**src/rtl/maze_pkg.sv**
```systemverilog
// rtl/maze_pkg.sv - shared screen geometry, colours and FSM encoding for the maze player
//
// Purpose: constants shared by the player controller, its index helper and the bench.
//   SCREEN_W/SCREEN_H : OLED geometry in pixels
//   IDX_W             : width of a linear pixel index (0..6143)
//   WALL_COL/GOAL_COL : maze colours that block movement / mark the goal
//   ST_*              : player FSM state encoding
package maze_pkg;

  localparam int          SCREEN_W = 96;
  localparam int          SCREEN_H = 64;
  localparam int          IDX_W    = 13;

  localparam logic [15:0] WALL_COL = 16'hFFFF;
  localparam logic [15:0] GOAL_COL = 16'h001F;

  localparam logic [1:0]  ST_IDLE   = 2'd0;
  localparam logic [1:0]  ST_PROBE  = 2'd1;
  localparam logic [1:0]  ST_DRAIN  = 2'd2;
  localparam logic [1:0]  ST_COMMIT = 2'd3;

endpackage

```
**src/rtl/maze_xy_to_index.sv**
```systemverilog
// rtl/maze_xy_to_index.sv - combinational (x, y) to linear pixel index, y*96 + x
//
// Purpose: converts a screen coordinate to a ROM index without a multiplier.
// Ports:
//   x_i     in  7   column 0..95
//   y_i     in  6   row 0..63
//   index_o out 13  y*96 + x
module maze_xy_to_index
  import maze_pkg::*;
(
  input  logic [6:0]       x_i,
  input  logic [5:0]       y_i,
  output logic [IDX_W-1:0] index_o
);

  // 96 = 64 + 32, so y*96 is two shifted copies of y.
  assign index_o = {1'b0, y_i, 6'b0} + {2'b0, y_i, 5'b0} + {6'b0, x_i};

endmodule

```
**src/rtl/maze_player_ctrl.sv**
```systemverilog
// rtl/maze_player_ctrl.sv - player sprite position, wall-checked movement and display overlay
//
// Purpose: moves a SIZE x SIZE player square one pixel per accepted movement tick,
// probing the maze ROM for walls before each move, overlays the square onto the maze
// pixel stream and latches a sticky goal flag.
// Ports:
//   clk, rst_n                 clock, asynchronous active-low reset
//   move_tick                  single-cycle movement strobe
//   btn_u/btn_d/btn_l/btn_r    level direction buttons
//   pixel_index, maze_pixel    display index in, maze colour one cycle later
//   probe_index, probe_data    collision probe to second ROM, data one cycle later
//   oled_data                  final colour, two cycles after pixel_index
//   player_x, player_y         committed top-left position
//   busy                       a move is being evaluated
//   goal_reached               sticky, freezes all movement
module maze_player_ctrl
  import maze_pkg::*;
#(
  parameter int          SIZE       = 3,
  parameter int          START_X    = 86,
  parameter int          START_Y    = 3,
  parameter logic [15:0] PLAYER_COL = 16'h07E0
) (
  input  logic             clk,
  input  logic             rst_n,
  input  logic             move_tick,
  input  logic             btn_u,
  input  logic             btn_d,
  input  logic             btn_l,
  input  logic             btn_r,
  input  logic [IDX_W-1:0] pixel_index,
  input  logic [15:0]      maze_pixel,
  output logic [IDX_W-1:0] probe_index,
  input  logic [15:0]      probe_data,
  output logic [15:0]      oled_data,
  output logic [6:0]       player_x,
  output logic [5:0]       player_y,
  output logic             busy,
  output logic             goal_reached
);

  localparam int OW = (SIZE > 1) ? $clog2(SIZE) : 1;

  logic [1:0]       state_q, state_d;
  logic [6:0]       px_q, px_d, cx_q, cx_d;
  logic [5:0]       py_q, py_d, cy_q, cy_d;
  logic [OW-1:0]    ox_q, ox_d, oy_q, oy_d;
  logic             hit_goal_q, hit_goal_d;
  logic             goal_q, goal_d;
  logic [IDX_W-1:0] probe_q, probe_d;
  logic [IDX_W-1:0] idx_d1_q;
  logic [15:0]      oled_q, oled_d;

  // Candidate position; a left/up step from 0 wraps to all-ones and fails the bound test.
  logic [7:0]       cand_x;
  logic [6:0]       cand_y;
  logic             in_bounds, one_btn, first_issue, last_issue;
  logic [6:0]       probe_x;
  logic [5:0]       probe_y;
  logic [IDX_W-1:0] probe_idx;

  assign cand_x    = {1'b0, px_q} + (btn_r ? 8'd1 : (btn_l ? 8'hFF : 8'd0));
  assign cand_y    = {1'b0, py_q} + (btn_d ? 7'd1 : (btn_u ? 7'h7F : 7'd0));
  assign in_bounds = ({1'b0, cand_x} + 9'(SIZE) <= 9'(SCREEN_W)) &&
                     ({1'b0, cand_y} + 8'(SIZE) <= 8'(SCREEN_H));
  assign one_btn   = $onehot({btn_u, btn_d, btn_l, btn_r});

  assign first_issue = (ox_q == '0) && (oy_q == '0);
  assign last_issue  = (ox_q == OW'(SIZE - 1)) && (oy_q == OW'(SIZE - 1));
  assign probe_x     = cx_q + 7'(ox_q);
  assign probe_y     = cy_q + 6'(oy_q);

  maze_xy_to_index u_probe_idx (
    .x_i    (probe_x),
    .y_i    (probe_y),
    .index_o(probe_idx)
  );

  // The probe address is driven live in PROBE so its data returns while the FSM
  // still has a cycle to react; elsewhere the last issued index is held.
  assign probe_index = (state_q == ST_PROBE) ? probe_idx : probe_q;

  always_comb begin
    state_d    = state_q;
    px_d       = px_q;
    py_d       = py_q;
    cx_d       = cx_q;
    cy_d       = cy_q;
    ox_d       = ox_q;
    oy_d       = oy_q;
    hit_goal_d = hit_goal_q;
    goal_d     = goal_q;
    probe_d    = probe_q;
    case (state_q)
      ST_IDLE: begin
        if (move_tick && one_btn && !goal_q && in_bounds) begin
          cx_d       = cand_x[6:0];
          cy_d       = cand_y[5:0];
          ox_d       = '0;
          oy_d       = '0;
          hit_goal_d = 1'b0;
          state_d    = ST_PROBE;
        end
      end
      ST_PROBE: begin
        probe_d = probe_idx;
        // probe_data belongs to the index issued on the previous cycle.
        if (!first_issue && probe_data == WALL_COL) begin
          state_d = ST_IDLE;
        end else begin
          if (!first_issue && probe_data == GOAL_COL) hit_goal_d = 1'b1;
          if (last_issue) begin
            state_d = ST_DRAIN;
          end else if (ox_q == OW'(SIZE - 1)) begin
            ox_d = '0;
            oy_d = oy_q + OW'(1);
          end else begin
            ox_d = ox_q + OW'(1);
          end
        end
      end
      ST_DRAIN: begin
        if (probe_data == WALL_COL) begin
          state_d = ST_IDLE;
        end else begin
          if (probe_data == GOAL_COL) hit_goal_d = 1'b1;
          state_d = ST_COMMIT;
        end
      end
      ST_COMMIT: begin
        px_d    = cx_q;
        py_d    = cy_q;
        goal_d  = goal_q | hit_goal_q;
        state_d = ST_IDLE;
      end
      default: state_d = ST_IDLE;
    endcase
  end

  // Overlay: one row-start index per sprite row; the square never wraps because
  // committed positions always keep it fully on screen.
  logic [IDX_W-1:0] row_base [SIZE];
  logic [SIZE-1:0]  in_row;

  for (genvar r = 0; r < SIZE; r++) begin : g_row
    maze_xy_to_index u_row_idx (
      .x_i    (px_q),
      .y_i    (py_q + 6'(r)),
      .index_o(row_base[r])
    );
    assign in_row[r] = (idx_d1_q >= row_base[r]) && (idx_d1_q < row_base[r] + IDX_W'(SIZE));
  end

  assign oled_d = (|in_row) ? PLAYER_COL : maze_pixel;

  always_ff @(posedge clk or negedge rst_n) begin
    if (!rst_n) begin
      state_q    <= ST_IDLE;
      px_q       <= 7'(START_X);
      py_q       <= 6'(START_Y);
      cx_q       <= '0;
      cy_q       <= '0;
      ox_q       <= '0;
      oy_q       <= '0;
      hit_goal_q <= 1'b0;
      goal_q     <= 1'b0;
      probe_q    <= '0;
      idx_d1_q   <= '0;
      oled_q     <= '0;
    end else begin
      state_q    <= state_d;
      px_q       <= px_d;
      py_q       <= py_d;
      cx_q       <= cx_d;
      cy_q       <= cy_d;
      ox_q       <= ox_d;
      oy_q       <= oy_d;
      hit_goal_q <= hit_goal_d;
      goal_q     <= goal_d;
      probe_q    <= probe_d;
      idx_d1_q   <= pixel_index;
      oled_q     <= oled_d;
    end
  end

  assign oled_data    = oled_q;
  assign player_x     = px_q;
  assign player_y     = py_q;
  assign busy         = (state_q != ST_IDLE);
  assign goal_reached = goal_q;

endmodule

```
**config.mk**
```make
export PLATFORM = sky130hd
export DESIGN_NAME = maze_player_ctrl
export DESIGN_NICKNAME = d
export VERILOG_FILES = /design/src/rtl/maze_pkg.sv /design/src/rtl/maze_xy_to_index.sv /design/src/rtl/maze_player_ctrl.sv
export SDC_FILE = /design/constraint.sdc
export NUM_CORES = 1
export LEC_CHECK = 0
export ABC_AREA = 1
export BUFFER_PORTS_ARGS = -buffer_cell sky130_fd_sc_hd__buf_4
export CELL_PAD_IN_SITES_DETAIL_PLACEMENT = 0
export CELL_PAD_IN_SITES_GLOBAL_PLACEMENT = 2
export CORE_MARGIN = 1
export CORE_UTILIZATION = 35
export DETAILED_ROUTE_END_ITERATION = 10
export PLACE_DENSITY_LB_ADDON = 0.1
export SETUP_SLACK_MARGIN = 0.3
export SLEW_MARGIN = 10
export SYNTH_ARGS = -nofsm -noshare
export SYNTH_HDL_FRONTEND = slang
export SYNTH_SLANG_ARGS = --single-unit
```
**constraint.sdc**
```tcl
create_clock -name clk -period 4.5 [get_ports clk]
set_clock_uncertainty 0.1 [all_clocks]
set_input_delay 0.9 -clock clk [delete_from_list [all_inputs] [get_ports clk]]
set_output_delay 0.9 -clock clk [all_outputs]
set_load 0.01 [all_outputs]
```
==> results of run 1 <==
[sequential cells by signal (all words and copies together) (netlist names), 2 cells and up]
name / cells
oy_q: 2
state_q: 2
player_x: 7
cx_q: 7
probe_q: 13
idx_d1_q: 13
cy_q: 6
ox_q: 2
player_y: 6
oled_data: 16
[final cells by class]
class / count / area, um2
fill: 2106 / 10900
multi-input combinational: 685 / 5220
clock inverter: 6 / 71.3
tap: 270 / 338
timing repair buffer: 147 / 1130
inverter: 144 / 543
sequential: 76 / 1910
clock buffer: 10 / 229
[per-layer routing]
| layer | global-route usage (%) | wire (um) | vias up | part of all wire [%] |
|---|---|---|---|---|
| li1 | - | - | 3312 | - |
| met5 | 0 | 0 | - | 0 |
| met3 | 3.44 | 556 | 16 | 3.0 |
| met1 | 21.7 | 8100 | 2881 | 43 |
| met2 | 33.3 | 9830 | 62 | 53 |
| met4 | 4.11 | 169 | 0 | 0.91 |
[stage by stage]
stage               instance area, um2  setup WS [ns]  utilization (%)
floorplan                         7290          0.320                -
global placement                  8410         0.0854             41.4
detailed placement                8410         0.0350             41.4
CTS                               8920         -0.115             44.0
global route                      9440         -0.248             46.5
finish                            9440        -0.0619             46.5
[cells in the mapped netlist]
cell,instances
dfrtp_1,70
a21o_1,2
dfstp_2,6
xor2_2,1
nor2_1,53
o21a_1,2
nand4_2,1
mux2_2,2
and2_1,1
or2_2,2
buf_6,3
clkbuf_1,7
inv_2,7
nand3_1,42
a21oi_4,1
nor2_2,4
inv_1,137
nand2_1,182
o31ai_1,3
o21ai_1,2
xor2_1,25
nor2_8,1
nand3b_1,7
nand4_4,1
fa_1,12
ha_1,131
nor3_1,13
nor4_1,1
nand2_2,20
a21oi_2,4
a211oi_1,3
xnor2_2,1
nand4_1,34
or2_1,1
a31oi_1,1
o21ai_2,13
xnor2_1,16
o21ai_0,42
nor3_2,1
nand3_2,6
o211ai_2,1
o21bai_1,1
nand2_4,1
a21oi_1,49
nand3b_2,1
[path summary, 6_finish.rpt]
check	from	endpoint	cells past startpoint
min in group asynchronous	rst_n	idx_d1_q[11]	1
max reg2reg	player_y[1]	oled_data[12]	21
min	hit_goal_q	goal_reached	2
max	ox_q[0]	probe_index[12]	18
min reg2reg	hit_goal_q	goal_reached	2
max in group asynchronous	rst_n	cx_q[0]	1
[worst max-delay path: stages, from the launching register on]
cell and delay (ns):
dfrtp_1 0.35, ha_2 0.19, inv_2 0.04, fa_2 0.37, inv_2 0.07, nand2_2 0.06
nor3_4 0.14, nand2_2 0.08, xnor2_2 0.14, fa_2 0.55, ha_4 0.13, inv_2 0.03
fa_2 0.33, inv_2 0.07, a21oi_2 0.05, o21ai_2 0.17, a211oi_1 0.10, nor2_1 0.17
buf_4 0.14
[cells by family after synthesis]
group,after synthesis
flip-flops,76
adder cells (fa/ha/maj),143
XOR/XNOR,43
buffers and inverters,154
multiplexers,2
AND/OR/NAND/NOR,372
AO/OA/AOI/OAI,124
[placed cells by master, fill, tap and decap left out, drive strengths merged, types with 6 or more instances in the layout]
master and instances:
nand2 203, nand3 49, dfrtp 70, xor2 26, clkbuf 10, buf 147
xnor2 17, fa 12, nand4 36, a21oi 54, o21ai 57, dfstp 6
nand3b 8, nor2 58, ha 131, inv 146, nor3 14
[what timing repair did]
item | CTS | global route
pin swaps | 19 | 42
gates resized for setup | 33 | 66
gates cloned | 1 | 0
endpoints found under the setup margin | 22 | 22
setup buffers | 14 | 21
[power groups by stage]
stage	Clock [mW]	Sequential, mW	Combinational [mW]
4_1_cts	0.763	1.12	4.39
3_3_place_gp	0	1.13	4.19
6_report	0.738	1.12	4.71
2_1_floorplan	0	1.18	3.04
3_5_place_dp	0	1.14	4.18
5_1_grt	0.793	1.15	5.36
==> results.sh, run 1 <==
export IMPL_dieArea_mm2=0.0214
export IMPL_syn_inst=914
export IMPL_via_count=6271
export IMPL_wire_per_inst_um=13.9
export IMPL_root_buffer="clkbuf_16"
export IMPL_syn_area_per_cell_um2=7.97
export IMPL_p_seq_share_pct=17.0
export IMPL_coreArea_mm2=0.0203
export IMPL_grt_pass1_vias=6247
export IMPL_clock_path_buffers=2
export IMPL_tns_ns=-0.106
export IMPL_switching_power_mw=3.17
export IMPL_worst_setup_path_type="reg -> out"
export IMPL_cts_buffers=9
export IMPL_ys_seq_area_share_pct=26.2
export IMPL_synth_simple_gate_area_share_pct=24.0
export IMPL_maxCapViolCount=0
export IMPL_antennaDiodeCount=0
export IMPL_pwr_share_comb_pct=71.7
export IMPL_dieHeight_um=146
export IMPL_nets=1258
export IMPL_grt_total_usage_pct=18.1
export IMPL_cts_htree_levels=3
export IMPL_intPower_mw=3.39
export IMPL_critPathCaptureType="output port"
export IMPL_fin_crit_ns=4.56
export IMPL_outcome="complete, but fails checks"
export IMPL_cts_hold_buf=0
export IMPL_start_kind="flip-flop"
export IMPL_initial_utilization_pct=35.9
export IMPL_routed_via_density=4.69
export IMPL_synth_largest_area_cell="dfrtp_1"
export IMPL_area_growth_pct=29.6
export IMPL_synthTopCellsByArea="dfrtp_1, ha_1, nand2_1, inv_1, a21oi_1"
export IMPL_rsz0062_at_grt="true"
export IMPL_ir_drop_mv=0.289
export IMPL_required_ns=3.50
export IMPL_violations="setup timing"
export IMPL_drive_above_1_share_pct=29.2
export IMPL_p_total_mw=6.57
export IMPL_clock_latency_ns=0.35
export IMPL_drv_slew=0
export IMPL_path_max_fanout=2
export IMPL_antenna_found_initial=0
export IMPL_grt_overflow_total=0
export IMPL_synth_warnings=0
export IMPL_drtAntennaViolNets=0
export IMPL_slew_headroom_pct=32.2
export IMPL_clkPwrFrac_pct=11.2
export IMPL_synthesis_nets=1109
export IMPL_synth_mux_area_share_pct=0.309
export IMPL_hpwlAfterDp_um=14900
export IMPL_whs_ns=0.370
export IMPL_drcViolationCount=0
export IMPL_synthAdderAreaFrac_pct=25.8
export IMPL_cts_tree="done"
export IMPL_setup_slack_ns=-0.0619
export IMPL_port_buffers=95
export IMPL_num_rows=52
export IMPL_grt_pass1_wl_um=30800
export IMPL_ioPinCount=96
export IMPL_tightest_slew_ns=1.02
export IMPL_holdCritPathClass="reg -> reg"
export IMPL_wl_um=18600
export IMPL_cellLeakagePower_nw=4.90
export IMPL_setup_viol=3
export IMPL_reg2reg_slack_ns=0.42
export IMPL_synth_seq_cells=76
export IMPL_synth_compound_area_share_pct=10.0
export IMPL_clkSinkCount=76
export IMPL_synth_top_family_by_area="adder cells"
export IMPL_synth_cell_type_count=45
export IMPL_syn_area_mm2=0.00729
export IMPL_yosys_area_share_xor_xnor_pct=5.38
export IMPL_clkTransAtPathRegs_ns=0.07
export IMPL_arrival_ns=3.56
export IMPL_grt_max_degree=77
export IMPL_yosysTopAreaCellShare_pct=24.0
export IMPL_dp_cells=1286
export IMPL_finalHoldViolCount=0
export IMPL_drt_iter0_drc=186
export IMPL_final_instance_count_excl_fill=1338
export IMPL_die_x_um=146
export IMPL_routabilityCongestion=0.781
export IMPL_min_period_over_period_pct=101
export IMPL_power_density_mw_per_mm2=696
export IMPL_drt_first_pass_iters=4
export IMPL_max_freq_mhz=219
export IMPL_switching_share_pct=48.3
Note: power is estimated with default switching activity, not from simulation.
==> run 2, diff against run 1 <==
--- a/config.mk
+++ b/config.mk
@@ -14,6 +14,7 @@
 export DETAILED_ROUTE_END_ITERATION = 10
 export PLACE_DENSITY_LB_ADDON = 0.1
 export SETUP_SLACK_MARGIN = 0.3
+export SKIP_LAST_GASP = 1
 export SLEW_MARGIN = 10
 export SYNTH_ARGS = -nofsm -noshare
 export SYNTH_HDL_FRONTEND = slang
==> run 2 against run 1 <==
Effect of this change: the run still ends with setup timing left; clock-buffer cell count unchanged; via count about the same; non-clock buffer count unchanged; sequential power barely moved; power hardly changed; first-iteration DRC count shrank 5.4%; cell count is the same; die area stayed put; fmax is essentially flat; register-to-register slack barely moved; critical path depth did not move; combinational power about the same.
==> results.sh, run 2 (synthesis gave the netlist of run 1 again) <==
export IMPL_outcome="complete, but fails checks"
export IMPL_violations="setup timing"
export IMPL_dieArea_mm2=0.0214
export IMPL_num_rows=52
export IMPL_ioPinCount=96
export IMPL_grt_total_usage_pct=18.1
export IMPL_whs_ns=0.370
export IMPL_drcViolationCount=0
export IMPL_min_period_over_period_pct=101
export IMPL_cts_htree_levels=3
export IMPL_final_common_cell="nand2_1"
export IMPL_arrival_ns=3.56
export IMPL_drive_above_1_share_pct=29.1
export IMPL_root_buffer="clkbuf_16"
export IMPL_routed_via_density=4.69
export IMPL_design_area_mm2=0.00944
export IMPL_p_seq_share_pct=17.0
export IMPL_drt_first_pass_iters=4
export IMPL_initial_utilization_pct=35.9
export IMPL_wl_um=18600
export IMPL_cellLeakagePower_nw=4.90
export IMPL_hpwlAfterDp_um=14900
export IMPL_path_cells="ha_2, inv_2, fa_2, inv_2, nand2_2, nor3_4, nand2_2, xnor2_2, fa_2, ha_4, inv_2, fa_2, inv_2, a21oi_2, o21ai_2, a211oi_1, nor2_1, buf_4"
export IMPL_worst_setup_path_type="reg -> out"
export IMPL_finalHoldViolCount=0
export IMPL_clkPwrFrac_pct=11.2
export IMPL_rsz0062_at_grt="true"
export IMPL_final_cell_mix="nand2_1, buf_4, inv_1"
export IMPL_required_ns=3.50
export IMPL_intPower_mw=3.39
export IMPL_utilization_pct=46.5
export IMPL_path_max_fanout=2
export IMPL_drtAntennaViolNets=0
export IMPL_dp_cells=1286
export IMPL_dp_slack_ns=0.0350
export IMPL_via_count=6273
export IMPL_path_delay_family="adder cells"
export IMPL_grt_overflow_total=0
export IMPL_max_freq_mhz=219
export IMPL_clkTransAtPathRegs_ns=0.07
export IMPL_antennaDiodeCount=0
export IMPL_grt_max_degree=77
export IMPL_nets=1258
export IMPL_largest_reg_flops=16
export IMPL_tightest_slew_ns=1.02
export IMPL_drv_slew=0
export IMPL_tns_ns=-0.106
export IMPL_ir_drop_mv=0.289
export IMPL_clock_path_buffers=2
export IMPL_dieHeight_um=146
export IMPL_p_total_mw=6.57
export IMPL_wire_per_inst_um=13.9
export IMPL_clkSinkCount=76
export IMPL_start_kind="flip-flop"
export IMPL_antenna_found_initial=0
export IMPL_routabilityCongestion=0.781
export IMPL_critPathMostFrequentCell="inv_2"
export IMPL_power_density_mw_per_mm2=695
export IMPL_pwr_share_comb_pct=71.7
export IMPL_coreArea_mm2=0.0203
export IMPL_die_x_um=146
export IMPL_critPathCaptureType="output port"
export IMPL_slowest_stage="fa_2"
export IMPL_cts_tree="done"
export IMPL_drt_iter0_drc=176
export IMPL_switching_power_mw=3.17
export IMPL_maxCapViolCount=0
export IMPL_holdCritPathClass="reg -> reg"
export IMPL_grt_pass1_wl_um=30800
export IMPL_setup_viol=3
export IMPL_fin_crit_ns=4.56
export IMPL_area_growth_pct=29.6
export IMPL_cts_buffers=9
export IMPL_port_buffers=95
export IMPL_final_instance_count_excl_fill=1338
export IMPL_slew_headroom_pct=32.2
export IMPL_clock_latency_ns=0.35
export IMPL_switching_share_pct=48.3
export IMPL_grt_pass1_vias=6247
export IMPL_setup_slack_ns=-0.0619
export IMPL_critPathMaxStageDelay_ns=0.55
export IMPL_place_area_mm2=0.00841
export IMPL_cp_num_buf_inv=5
## run 2: repair_timing
action                                 4_1_cts  5_1_grt
hold buffers                                 0        0
setup endpoints to repair                   22       22
pin swaps                                   19       41
resized for setup                           33       65
setup buffers                               14       21
gates cloned                                 1        0
endpoints found under the hold margin        0        0
## run 2: layout make-up
type,instances,area [um2]
fill,2105,10900
multi-input combinational,685,5220
sequential,76,1910
timing repair buffer,147,1130
inverter,144,543
tap,270,338
clock buffer,10,229
clock inverter,6,71.3
## run 2: worst register-to-register path, delay by kind of cell, from the launching register on
family / cells / cell delay (ns)
and+or+nand+nor: 7 / 0.63
adders and majority gates: 4 / 1.40
xor gates and xnor gates: 2 / 0.41
DFF: 1 / 0.64
buffers and inverters: 4 / 0.32
AOI/OAI and AO/OA: 4 / 0.49
## run 2: power by group through the flow
stage	Combinational [mW]	Clock (mW)	Sequential (mW)
2_1_floorplan	3.04	0	1.18
6_report	4.71	0.738	1.12
4_1_cts	4.39	0.763	1.12
3_5_place_dp	4.18	0	1.14
3_3_place_gp	4.19	0	1.13
5_1_grt	5.35	0.793	1.15
## run 2: worst paths after layout
check	startpoint	to	slack, ns	cells after the start
min reg2reg	hit_goal_q	goal_reached	0.37	2
max	ox_q[0]	probe_index[12]	-0.06	18
min in group asynchronous	rst_n	idx_d1_q[11]	0.59	1
min	hit_goal_q	goal_reached	0.37	2
max reg2reg	player_y[1]	oled_data[13]	0.42	21
max in group asynchronous	rst_n	cx_q[0]	3.02	1
## run 2: per-layer routing
layer	vias to the layer above	part of all wire [%]	track usage, %
met5	-	0	0
met4	0	0.91	4.11
met3	16	3.1	3.44
met2	66	53	33.3
met1	2879	43	21.7
li1	3312	-	-
==> run 3, diff against run 2 <==
--- a/config.mk
+++ b/config.mk
@@ -10,7 +10,8 @@
 export CELL_PAD_IN_SITES_DETAIL_PLACEMENT = 0
 export CELL_PAD_IN_SITES_GLOBAL_PLACEMENT = 2
 export CORE_MARGIN = 1
-export CORE_UTILIZATION = 35
+export CORE_UTILIZATION = 36
+export CTS_BUF_LIST = sky130_fd_sc_hd__clkbuf_2
 export DETAILED_ROUTE_END_ITERATION = 10
 export PLACE_DENSITY_LB_ADDON = 0.1
 export SETUP_SLACK_MARGIN = 0.3
==> run 3 against run 2 <==
Effect of this change: the run still ends with setup timing left; clock-buffer cell count unchanged; cell count about the same; sequential cell count unchanged; non-clock buffer count increased by 6; clock power decreased by 55%; via count decreased by 0.35%; routed wire length increased by 0.49%; power decreased by 3.1%; first-iteration DRC count increased by 39%; register-to-register slack improved by 0.06 ns; fmax decreased by 6.8%; core utilization increased by 1.4 points; highest routed layer unchanged.
==> results.sh, run 3 (synthesis gave the netlist of run 1 again) <==
export IMPL_path_cells="ha_2, inv_2, fa_2, inv_2, nand2_4, buf_4, buf_6, buf_6, buf_6, buf_6, buf_4, buf_4, buf_4, buf_4, buf_4, buf_4, buf_6, buf_6, buf_6, buf_6, nor2_4, nor2_2, o31ai_2, buf_4"
export IMPL_grt_pass1_wl_um=29500
export IMPL_drt_first_pass_iters=4
export IMPL_area_growth_pct=29.3
export IMPL_die_x_um=144
export IMPL_rsz0062_at_grt="true"
export IMPL_coreArea_mm2=0.0197
export IMPL_dieArea_mm2=0.0208
export IMPL_outcome="complete, but fails checks"
export IMPL_power_density_mw_per_mm2=675
export IMPL_routabilityCongestion=0.800
export IMPL_num_rows=51
export IMPL_grt_pass1_vias=5971
export IMPL_critPathMaxStageDelay_ns=0.41
export IMPL_grt_total_usage_pct=18.3
export IMPL_min_period_over_period_pct=109
export IMPL_violations="setup timing"
export IMPL_drive_above_1_share_pct=31.0
export IMPL_clkSinkCount=76
export IMPL_dieHeight_um=144
export IMPL_nFillCells=2020
export IMPL_start_kind="flip-flop"
export IMPL_cts_tree="done"
export IMPL_drv_slew=0
export IMPL_finalHoldViolCount=0
export IMPL_antenna_found_initial=0
export IMPL_setup_slack_ns=-0.397
export IMPL_cts_hold_buf=0
export IMPL_ff_latch_area_mm2=0.00191
export IMPL_setup_viol=6
export IMPL_wire_per_inst_um=14.0
export IMPL_antennaDiodeCount=0
export IMPL_clkTransAtPathRegs_ns=0.22
export IMPL_slowest_stage="dfrtp_1"
export IMPL_whs_ns=0.320
export IMPL_required_ns=3.50
export IMPL_tns_ns=-1.29
export IMPL_ir_drop_mv=0.241
export IMPL_via_count=6251
export IMPL_root_buffer="clkbuf_2"
export IMPL_multiInputGateArea_mm2=0.00534
export IMPL_clock_latency_ns=0.57
export IMPL_drt_iter0_drc=244
export IMPL_cp_num_buf_inv=18
export IMPL_cts_buffers=9
export IMPL_slew_headroom_pct=33.1
export IMPL_grt_overflow_total=0
export IMPL_path_max_fanout=2
export IMPL_maxCapViolCount=0
export IMPL_fin_crit_ns=4.90
export IMPL_final_cell_mix="nand2_1, buf_4, inv_1"
export IMPL_holdCritPathClass="in -> reg"
export IMPL_worst_setup_path_type="reg -> out"
export IMPL_path_delay_family="buffers and inverters"
export IMPL_initial_utilization_pct=37.1
export IMPL_tightest_slew_ns=1.00
export IMPL_critPathCaptureType="output port"
export IMPL_max_freq_mhz=204
export IMPL_final_instance_count_excl_fill=1339
export IMPL_drcViolationCount=0
export IMPL_final_common_cell="nand2_1"
export IMPL_nets=1264
export IMPL_dp_slack_ns=0.0380
export IMPL_cts_htree_levels=3
export IMPL_ioPinCount=96
export IMPL_hpwlAfterDp_um=14700
export IMPL_wl_um=18700
export IMPL_routed_via_density=4.67
export IMPL_drtAntennaViolNets=0
export IMPL_arrival_ns=3.90
export IMPL_cellLeakagePower_nw=4.83
export IMPL_port_buffers=95
export IMPL_largest_reg_flops=16
export IMPL_grt_max_degree=77
export IMPL_clock_path_buffers=2
export IMPL_dp_cells=1287
run 3: changes by cell type in the layout (fill, tap and decap cells not counted), moves of 3 or more:
cell / before / now
xor2_1: 19 / 16
clkbuf_16: 9 / 0
ha_1: 118 / 113
xor2_4: 0 / 3
ha_4: 10 / 15
buf_6: 5 / 11
clkbuf_2: 0 / 10
run 3: final cells by class:
cell class | instances | area share, %
clock buffer | 10 | 0.531
sequential | 76 | 20.3
inverter | 144 | 5.79
tap | 265 | 3.52
timing repair buffer | 153 | 12.8
multi-input combinational | 685 | 56.7
clock inverter | 6 | 0.438
run 3: per-layer routing:
metal	track usage (%)	share of wire, %	vias to the layer above
met5	0	0	-
met4	2.33	0.45	0
met3	3.54	3.5	7
met2	31.4	47	91
met1	24.3	49	2839
li1	-	-	3314
run 3: through the flow:
| step | area (um2) | total power [mW] | utilization, % |
|---|---|---|---|
| 2_1_floorplan | 7290 | 4.22 | - |
| 3_3_place_gp | 8450 | 5.39 | 43.0 |
| 3_5_place_dp | 8450 | 5.38 | 43.0 |
| 4_1_cts | 8850 | 5.97 | 45.0 |
| 5_1_grt | 9420 | 7.10 | 47.9 |
| 6_report | 9420 | 6.36 | 47.9 |
run 3: final timing paths:
path,endpoint,start,slack (ns),cells past startpoint
max in group asynchronous,player_y[2],rst_n,3.23,1
min in group asynchronous,idx_d1_q[10],rst_n,0.35,1
setup reg to reg,oled_data[11],player_y[1],0.48,21
setup / recovery,probe_index[4],ox_q[0],-0.40,24
hold / removal,idx_d1_q[0],pixel_index[0],0.32,1
hold reg to reg,goal_reached,hit_goal_q,0.40,2
run 3: worst reg2reg max path, stage by stage (launching register included):
cell      delay [ns]
dfstp_2         0.64
inv_4           0.07
fa_1            0.51
ha_2            0.19
inv_1           0.06
fa_2            0.48
inv_4           0.10
nand3_4         0.09
nor2_4          0.13
nand3_2         0.13
nor2_1          0.11
nand2_1         0.07
xor2_1          0.14
inv_1           0.10
ha_4            0.21
nand2_1         0.07
nor2_1          0.05
a211oi_2        0.26
o211ai_4        0.15
buf_12          0.16
nand3_4         0.11
nor2_1          0.05
run 3: timing repair:
action	4_1_cts	5_1_grt
endpoints found under the hold margin	0	0
buffers inserted	17	18
gates resized for setup	42	83
setup endpoints to repair	23	25
pin swaps	21	41
cloned	1	0
run 3: where the power goes:
| part | internal (mW) | switching (mW) |
|---|---|---|
| sequential | 0.924 | 0.194 |
| clock | 0.0741 | 0.260 |
| combinational | 2.12 | 2.78 |
| total | 3.12 | 3.24 |
